`config.mk`:
```
export PLATFORM = sky130hd
export DESIGN_NAME = fwd_hazard_d
export DESIGN_NICKNAME = d
export VERILOG_FILES = /design/src/rtl/fwd_hazard_d.sv
export SDC_FILE = /design/constraint.sdc
export NUM_CORES = 1
export LEC_CHECK = 0
export BUFFER_PORTS_ARGS = -buffer_cell sky130_fd_sc_hd__clkbuf_2
export CORE_UTILIZATION = 42
export CTS_BUF_LIST = sky130_fd_sc_hd__clkbuf_4 sky130_fd_sc_hd__clkbuf_8
export CTS_CLUSTER_DIAMETER = 80
export DETAILED_ROUTE_END_ITERATION = 16
export GPL_TIMING_DRIVEN = 0
export HOLD_SLACK_MARGIN = 0.05
export PLACE_DENSITY_LB_ADDON = 0.3
export SETUP_SLACK_MARGIN = 0.3
export SYNTH_ARGS = -nofsm -noshare
export SYNTH_HDL_FRONTEND = slang
export SYNTH_SLANG_ARGS = --single-unit
```
`constraint.sdc`:
```
create_clock -name clk -period 2.6 [get_ports clk]
set_input_delay 0 -clock clk [delete_from_list [all_inputs] [get_ports clk]]
set_output_delay 0 -clock clk [all_outputs]
set_load 0.05 [all_outputs]
```
`src/rtl/fwd_hazard_d.sv`:
```
// Decode-stage forwarding-select and load-use stall unit with stall statistics.
// Define FWD_HAZARD_D_STATS_EN to build the saturating stall_cnt counter; otherwise stall_cnt is tied to 0.
module fwd_hazard_d #(
   parameter int AW   = 5,
   parameter int CNTW = 16
) (
   input  logic            clk,
   input  logic            rst,
   input  logic [5:0]      opcode_d,
   input  logic [5:0]      funct_d,
   input  logic [AW-1:0]   rs_d,
   input  logic [AW-1:0]   rt_d,
   input  logic            regwrite_e,
   input  logic            memread_e,
   input  logic [AW-1:0]   rd_e,
   input  logic            regwrite_m,
   input  logic            memread_m,
   input  logic [AW-1:0]   rd_m,
   input  logic            regwrite_w,
   input  logic [AW-1:0]   rd_w,
   input  logic            flush,
   output logic [1:0]      fwd_a_d,
   output logic [1:0]      fwd_b_d,
   output logic            stall_d,
   output logic [CNTW-1:0] stall_cnt,
   output logic            dbg_state
);

   typedef enum logic {RUN = 1'b0, HOLD = 1'b1} state_t;

   state_t state;
   logic   hcnt;
   logic   hcnt_dec;

   logic is_jr, is_jalr, is_beq, is_bne, use_a, use_b;
   logic a_e, a_m, a_w, b_e, b_m, b_w;
   logic [1:0] need_a, need_b, need;

   // Register 0 is hardwired, so a write to it is never a real producer.
   function automatic logic hit(input logic we, input logic [AW-1:0] rd, input logic [AW-1:0] src);
      return we && (rd == src) && (src != '0);
   endfunction

   function automatic logic [1:0] sel(input logic used, input logic hm, input logic hw);
      if (!used)                  return 2'b00;
      else if (hm && !memread_m)  return 2'b01;
      else if (hw)                return 2'b10;
      else                        return 2'b00;
   endfunction

   // 2 = load still in EX (two bubbles), 1 = one more cycle before a forwardable value exists.
   function automatic logic [1:0] need_of(input logic used, input logic he, input logic hm);
      if (!used)                 return 2'd0;
      else if (he && memread_e)  return 2'd2;
      else if (he)               return 2'd1;
      else if (hm && memread_m)  return 2'd1;
      else                       return 2'd0;
   endfunction

   always_comb begin
      is_jr   = (opcode_d == 6'b000000) && (funct_d == 6'b001000);
      is_jalr = (opcode_d == 6'b000000) && (funct_d == 6'b001001);
      is_beq  = (opcode_d == 6'b000100);
      is_bne  = (opcode_d == 6'b000101);
      use_a   = is_jr || is_jalr || is_beq || is_bne;
      use_b   = is_beq || is_bne;

      a_e = hit(regwrite_e, rd_e, rs_d);
      a_m = hit(regwrite_m, rd_m, rs_d);
      a_w = hit(regwrite_w, rd_w, rs_d);
      b_e = hit(regwrite_e, rd_e, rt_d);
      b_m = hit(regwrite_m, rd_m, rt_d);
      b_w = hit(regwrite_w, rd_w, rt_d);

      need_a = need_of(use_a, a_e, a_m);
      need_b = need_of(use_b, b_e, b_m);
      need   = (need_a > need_b) ? need_a : need_b;
   end

   always_comb begin
      fwd_a_d = 2'b00;
      fwd_b_d = 2'b00;
      stall_d = 1'b0;
      if (!rst) begin
         fwd_a_d = sel(use_a, a_m, a_w);
         fwd_b_d = sel(use_b, b_m, b_w);
         if (!flush)
            stall_d = (state == HOLD) ? 1'b1 : (need != 2'd0);
      end
   end

   assign hcnt_dec  = hcnt - 1'b1;
   assign dbg_state = state;

   always_ff @(posedge clk or posedge rst) begin
      if (rst) begin
         state <= RUN;
         hcnt  <= 1'b0;
      end else if (flush) begin
         state <= RUN;
         hcnt  <= 1'b0;
      end else begin
         case (state)
            RUN: begin
               if (need == 2'd2) begin
                  state <= HOLD;
                  hcnt  <= 1'b1;
               end
            end
            HOLD: begin
               hcnt <= hcnt_dec;
               if (hcnt_dec == 1'b0)
                  state <= RUN;
            end
            default: begin
               state <= RUN;
               hcnt  <= 1'b0;
            end
         endcase
      end
   end

`ifdef FWD_HAZARD_D_STATS_EN
   always_ff @(posedge clk or posedge rst) begin
      if (rst)
         stall_cnt <= '0;
      else if (stall_d && (stall_cnt != {CNTW{1'b1}}))
         stall_cnt <= stall_cnt + 1'b1;
   end
`else
   assign stall_cnt = '0;
`endif

endmodule

```
-- Word-level counts from Yosys, hierarchy flattened
Cells that the tools add are included.
- mux-type cells: 27
- eq/ne operators: 12
- order comparisons: 1
- reductions and logical operators: 29
- bitwise gates (word level): 1
- add/sub/neg operators: 1
- operator list (kind ; number):
    == test 5 bit ; 6
    2-to-1 mux 2 bit ; 13
    logical AND 1 bit ; 20
    == test 6 x 3 -> 1 bit, second input constant ; 2
    == test 6 x 4 -> 1 bit, second input constant ; 2
    2-to-1 mux 1 bit ; 12
    nonzero test 5 bit ; 2
    logical NOT 6 bit ; 1
    logical OR 1 bit ; 4
    one-hot mux 1 bit (2 select lines) ; 2
    != test 3 bit, second input constant ; 1
    == test 2 bit, second input constant ; 1
    greater-than comparator 2 bit ; 1
    nonzero test 2 bit ; 1
    logical NOT 1 bit ; 1
    inverter 1 bit ; 1
    subtractor 1 bit, second input constant ; 1
- bits in registers: 2
- input port bits: 45
- output and inout port bits: 22

-- Logic depth before layout (Yosys ltp)
- depth in word-level cells: 14
- mapped depth: 12
- mapped depth without buffers: 11

-- Least setup slack after synthesis
Ideal clock, no wire load.
- path type: input to output
- start: input port rt_d[0]
- end: output port stall_d
- data required time: 2.600 ns
- stages: 12
- arrival time: 2.600 ns
- setup slack: 0.000 ns
- cell sequence: clkbuf_1 > xnor2_1 > o211ai_2 > nor3_1 > nand3_1 > mux2_2 > nor2_1 > ha_1 > or3b_2 > o22ai_1 > a2111o_1 > o31a_1
- word-level cells in the longest chain between the ends: 14
- RTL lines (what ; RTL line ; RTL):
    from (decl) ; 12 ; input logic [AW-1:0] rt_d,
    == test 5 bit ; 41 ; return we && (rd == src) && (src != '0);
    logical AND 1 bit (2 in series) ; 41 ;
    logical AND 1 bit ; 56 ; else if (hm && memread_m) return 2'd1;
    2-to-1 mux 1 bit ; 56 ;
    2-to-1 mux 1 bit ; 55 ; else if (he) return 2'd1;
    2-to-1 mux 2 bit * ; 54 ; else if (he && memread_e) return 2'd2;
    2-to-1 mux 2 bit * ; 53 ; if (!used) return 2'd0;
    greater-than comparator 2 bit ; 77 ; need = (need_a > need_b) ? need_a : need_b;
    2-to-1 mux 2 bit * ; 77 ;
    nonzero test 2 bit * ; 88 ; stall_d = (state == HOLD) ? 1'b1 : (need != 2'd0);
    2-to-1 mux 1 bit * ; 88 ;
    2-to-1 mux 1 bit * ; 87 ; if (!flush)
    2-to-1 mux 1 bit * ; 84 ; if (!rst) begin
    to (decl) ; 24 ; output logic stall_d,
Every way passes the cells marked *; elsewhere a longest branch is shown, timed or not.

-- Worst setup path after layout
- start: input port rs_d[1]
- end: output port stall_d
- word-level cells in the longest chain between the ends: 14
- RTL lines (what ; RTL line ; RTL):
    from (decl) ; 11 ; input logic [AW-1:0] rs_d,
    == test 5 bit ; 41 ;
    logical AND 1 bit (2 in series) ; 41 ;
    logical AND 1 bit ; 56 ;
    2-to-1 mux 1 bit ; 56 ;
    2-to-1 mux 1 bit ; 55 ;
    2-to-1 mux 2 bit * ; 54 ;
    2-to-1 mux 2 bit * ; 53 ;
    greater-than comparator 2 bit ; 77 ;
    2-to-1 mux 2 bit * ; 77 ;
    nonzero test 2 bit * ; 88 ;
    2-to-1 mux 1 bit * ; 88 ;
    2-to-1 mux 1 bit * ; 87 ;
    2-to-1 mux 1 bit * ; 84 ;
Marked as above.

==> impl_metrics.csv <==
group,metric,value,unit
timing,fin_hold_ws,0.2383,ns
logic_synthesis,postSynthCellCount,118,
layout,drive_above_1_share,51.04,%
critical_path,worstPathCellList,"buf_6 -> xor2_1 -> nor4_1 -> and4_1 -> mux2_4 -> nand2b_4 -> ha_4 -> or3b_4 -> o22ai_2 -> a2111o_1 -> o31a_2 -> buf_8",
place,hpwl,2077,µm
die,initial_core_util,45.63,%
logic_synthesis,synth_mux_area_share,4.110,%
clocking,clock_path_buffers,2,
critical_path,timing.rr.start,"dbg_state$_DFF_PP0_",
critical_path,worstPathMaxFanout,4,
timing,fin_crit_sh,101.0,%
die,core,2002,µm²
logic_synthesis,yosysMostFrequentCell,"xor2_1",
clocking,numCtsBuffers,3,
layout,antennaDiodeCount,0,
drt,routed_wl,2872,µm
logic_synthesis,synthTopCellsByArea,"xor2_1, buf_4, xnor2_1",
clocking,htree_levels,1,
outcome,outcome,"finished with violations",
timing,clock.fmax,380.8,MHz
logic_synthesis,synth.largest_area_cell,"xor2_1",
pwr,power_density,207.6,nW/µm²
die,dieArea,2365,µm²
critical_path,critPathTopFamily,"simple AND/OR/NAND/NOR gates",
timing,tightest_slew,0.5121,ns
logic_synthesis,synth_edf_count,0,
logic_synthesis,synth-simple-area-share,31.23,%
critical_path,r2r_end,"hcnt$_DFFE_PP0P_",
grt,antenna_found_initial,0,
drt,drt_pass1_iterations,4,
logic_synthesis,syn_avg_cell_area,7.740,µm²
place,routabilityCongestion,0.8790,
layout,nets,242,
logic_synthesis,synth_commonest_cells,"xor2_1, buf_4, xnor2_1",
critical_path,crit_arrival,2.63,ns
critical_path,cp-start-kind,"input pin",
clocking,path_clk_slew,0.03,ns
grt,grt_pass1_vias,1011,
clocking,clock_latency,0.23,ns
drt,ant_nets,0,
clocking,cts-root-buf,"clkbuf_4",
die,pin_count,67,
grt,grt_max_degree,7,
timing,relSlewSlack,65.54,%
clocking,cts_num_sinks,2,
die,die_x,48.64,µm
logic_synthesis,syn-cell-area,913.4,µm²
logic_synthesis,async_flop_share,100.0,%
min_path,min_path_type,"input pin to asynchronous set/reset pin",
layout,area_delta_synth_final,64.11,%
die,std_cell_rows,16,
drt,routedWlPerCell,13.11,µm
logic_synthesis,ys_seq_area_share,5.479,%
clocking,cts_tree,"built",
timing,setup_viol,2,
critical_path,critPathKind,"input pin to primary output",
timing,rsz0062_at_grt,"yes",
timing,layout_min_cycle_time,2.626,ns
logic_synthesis,yosys_register_bits,2,
logic_synthesis,synth_top_area_share,19.18,%
critical_path,cp.required,2.60,ns
place,io_buffers,48,
drt,first_iter_violations,16,
logic_synthesis,synth-main-ff-cell,"dfrtp_1",
grt,grt_pass1_wl,4305,µm
critical_path,slowest_delay,0.37,ns
timing,hold_violations,0,
logic_synthesis,synth-compound-area-share,10.68,%
logic_synthesis,synthAdderAreaFrac,4.110,%
timing,clock_skew,0.006383,ns
outcome,violations,"negative setup slack",
drt,drc,0,
critical_path,cp_num_buf_inv,2,
logic_synthesis,yosys_warnings,0,
critical_path,cp_slowest_cell,"a2111o_1",
grt,track_usage,22.79,%
critical_path,reg2reg_slack,1.60,ns
die,die_y,48.64,µm
drt,via_count,1092,
pwr,irDropWorstVdd,282.4,µV
logic_synthesis,synthDistinctLibCells,39,
logic_synthesis,synth_top_family_by_area,"simple AND/OR/NAND/NOR gates",
logic_synthesis,synth_xor_area_share,28.77,%
flow_run,max-cap-violations,0,
grt,grt-ovfl-total,0,
timing,setup_slack,-0.02628,ns
drt,vias_per_cell,4.986,
critical_path,r2r_cells,3,
timing,slew_viol_final,0,
critical_path,critPathCaptureType,"primary output",
timing,tns,-0.03620,ns
pwr,power.leakage,0.0007231,µW
how the worst max path moves through the flow:
stage,end,start,slack (ns),cells past startpoint
2_1_floorplan,stall_d,rs_d[0],0.23,10
3_3_place_gp,stall_d,rs_d[0],-0.16,12
3_5_place_dp,stall_d,rs_d[0],-0.24,12
4_1_cts,stall_d,rt_d[1],-0.03,12
5_1_grt,stall_d,rt_d[4],-0.10,13
6_report,stall_d,rs_d[1],-0.03,12
registers in the layout (all words and copies together) (netlist names):
| name | flops |
|---|---|
| dbg_state | 1 |
| hcnt | 1 |
timing repair:
item,in CTS,in global routing
setup buffers,2,4
endpoints found under the setup margin,3,3
cloned,0,0
pin swaps,5,16
gates resized for setup,13,35
hold endpoints to repair,3,0
hold buffers,2,0
layout by cell type, fill, tap and decap left out, types with 2 or more instances in the layout:
master,instances
dlygate4sd3_1,2
nor2b_1,2
nor2_1,4
nor3_2,4
inv_1,3
o22ai_2,2
nor4_1,5
nor2_4,2
conb_1,16
clkbuf_4,4
buf_6,5
xnor2_1,10
ha_1,2
xor2_1,20
mux2_4,3
a21oi_1,2
buf_8,2
nand4_1,4
clkbuf_2,40
nand3_1,2
dfrtp_1,2
nand2_1,8
buf_4,23
and4_1,2
worst min-delay path: stages:
cell           delay, ns
dlygate4sd3_1       0.55
clkbuf_2            0.15
inv_1               0.10
final cells by class:
type	count	area [µm²]
buffer	17	125.1
clock buffer	3	22.52
fill	157	503.0
inverter	4	15.01
multi-input combinational	110	890.9
sequential	2	50.05
tap	27	33.78
timing repair buffer	56	361.6
routing by layer:
metal | global-route usage (%) | wire, µm | up-vias
met1 | 24.67 | 1212 | 496
met3 | 2.516 | 142 | 4
met4 | 4.412 | 38 | 0
li1 | - | - | 543
met5 | 0 | 0 | -
met2 | 46.30 | 1478 | 49
where the power goes:
| group | internal [µW] | total (µW) | switching [µW] |
|---|---|---|---|
| clock network | 51.0 | 69.5 | 18.5 |
| logic | 85.9 | 210 | 124 |
| registers | 31.4 | 31.5 | 0.0543 |
| total | 168 | 311 | 143 |
metrics by stage:
stage	area, µm²	setup slack, ns	total power, µW	util, %	instances
final	1499	-0.02628	311.1	74.88	219
after global routing	1499	-0.1029	331.5	74.88	219
after CTS	1373	-0.02987	295.7	68.56	215
after detailed placement	1259	-0.2415	216.8	62.88	208
after global placement	1259	-0.1640	212.7	62.88	208
after floorplan	984.7	0.2256	157.9	-	133
logic make-up after synthesis:
kind of cell    count (synthesis)
simple gates                   46
xor+xnor                       30
buf+inv                        21
compound gates                 12
fa+ha+maj                       3
mux                             3
flops                           2
other cells                     1
(Power assumes the default switching activity.)
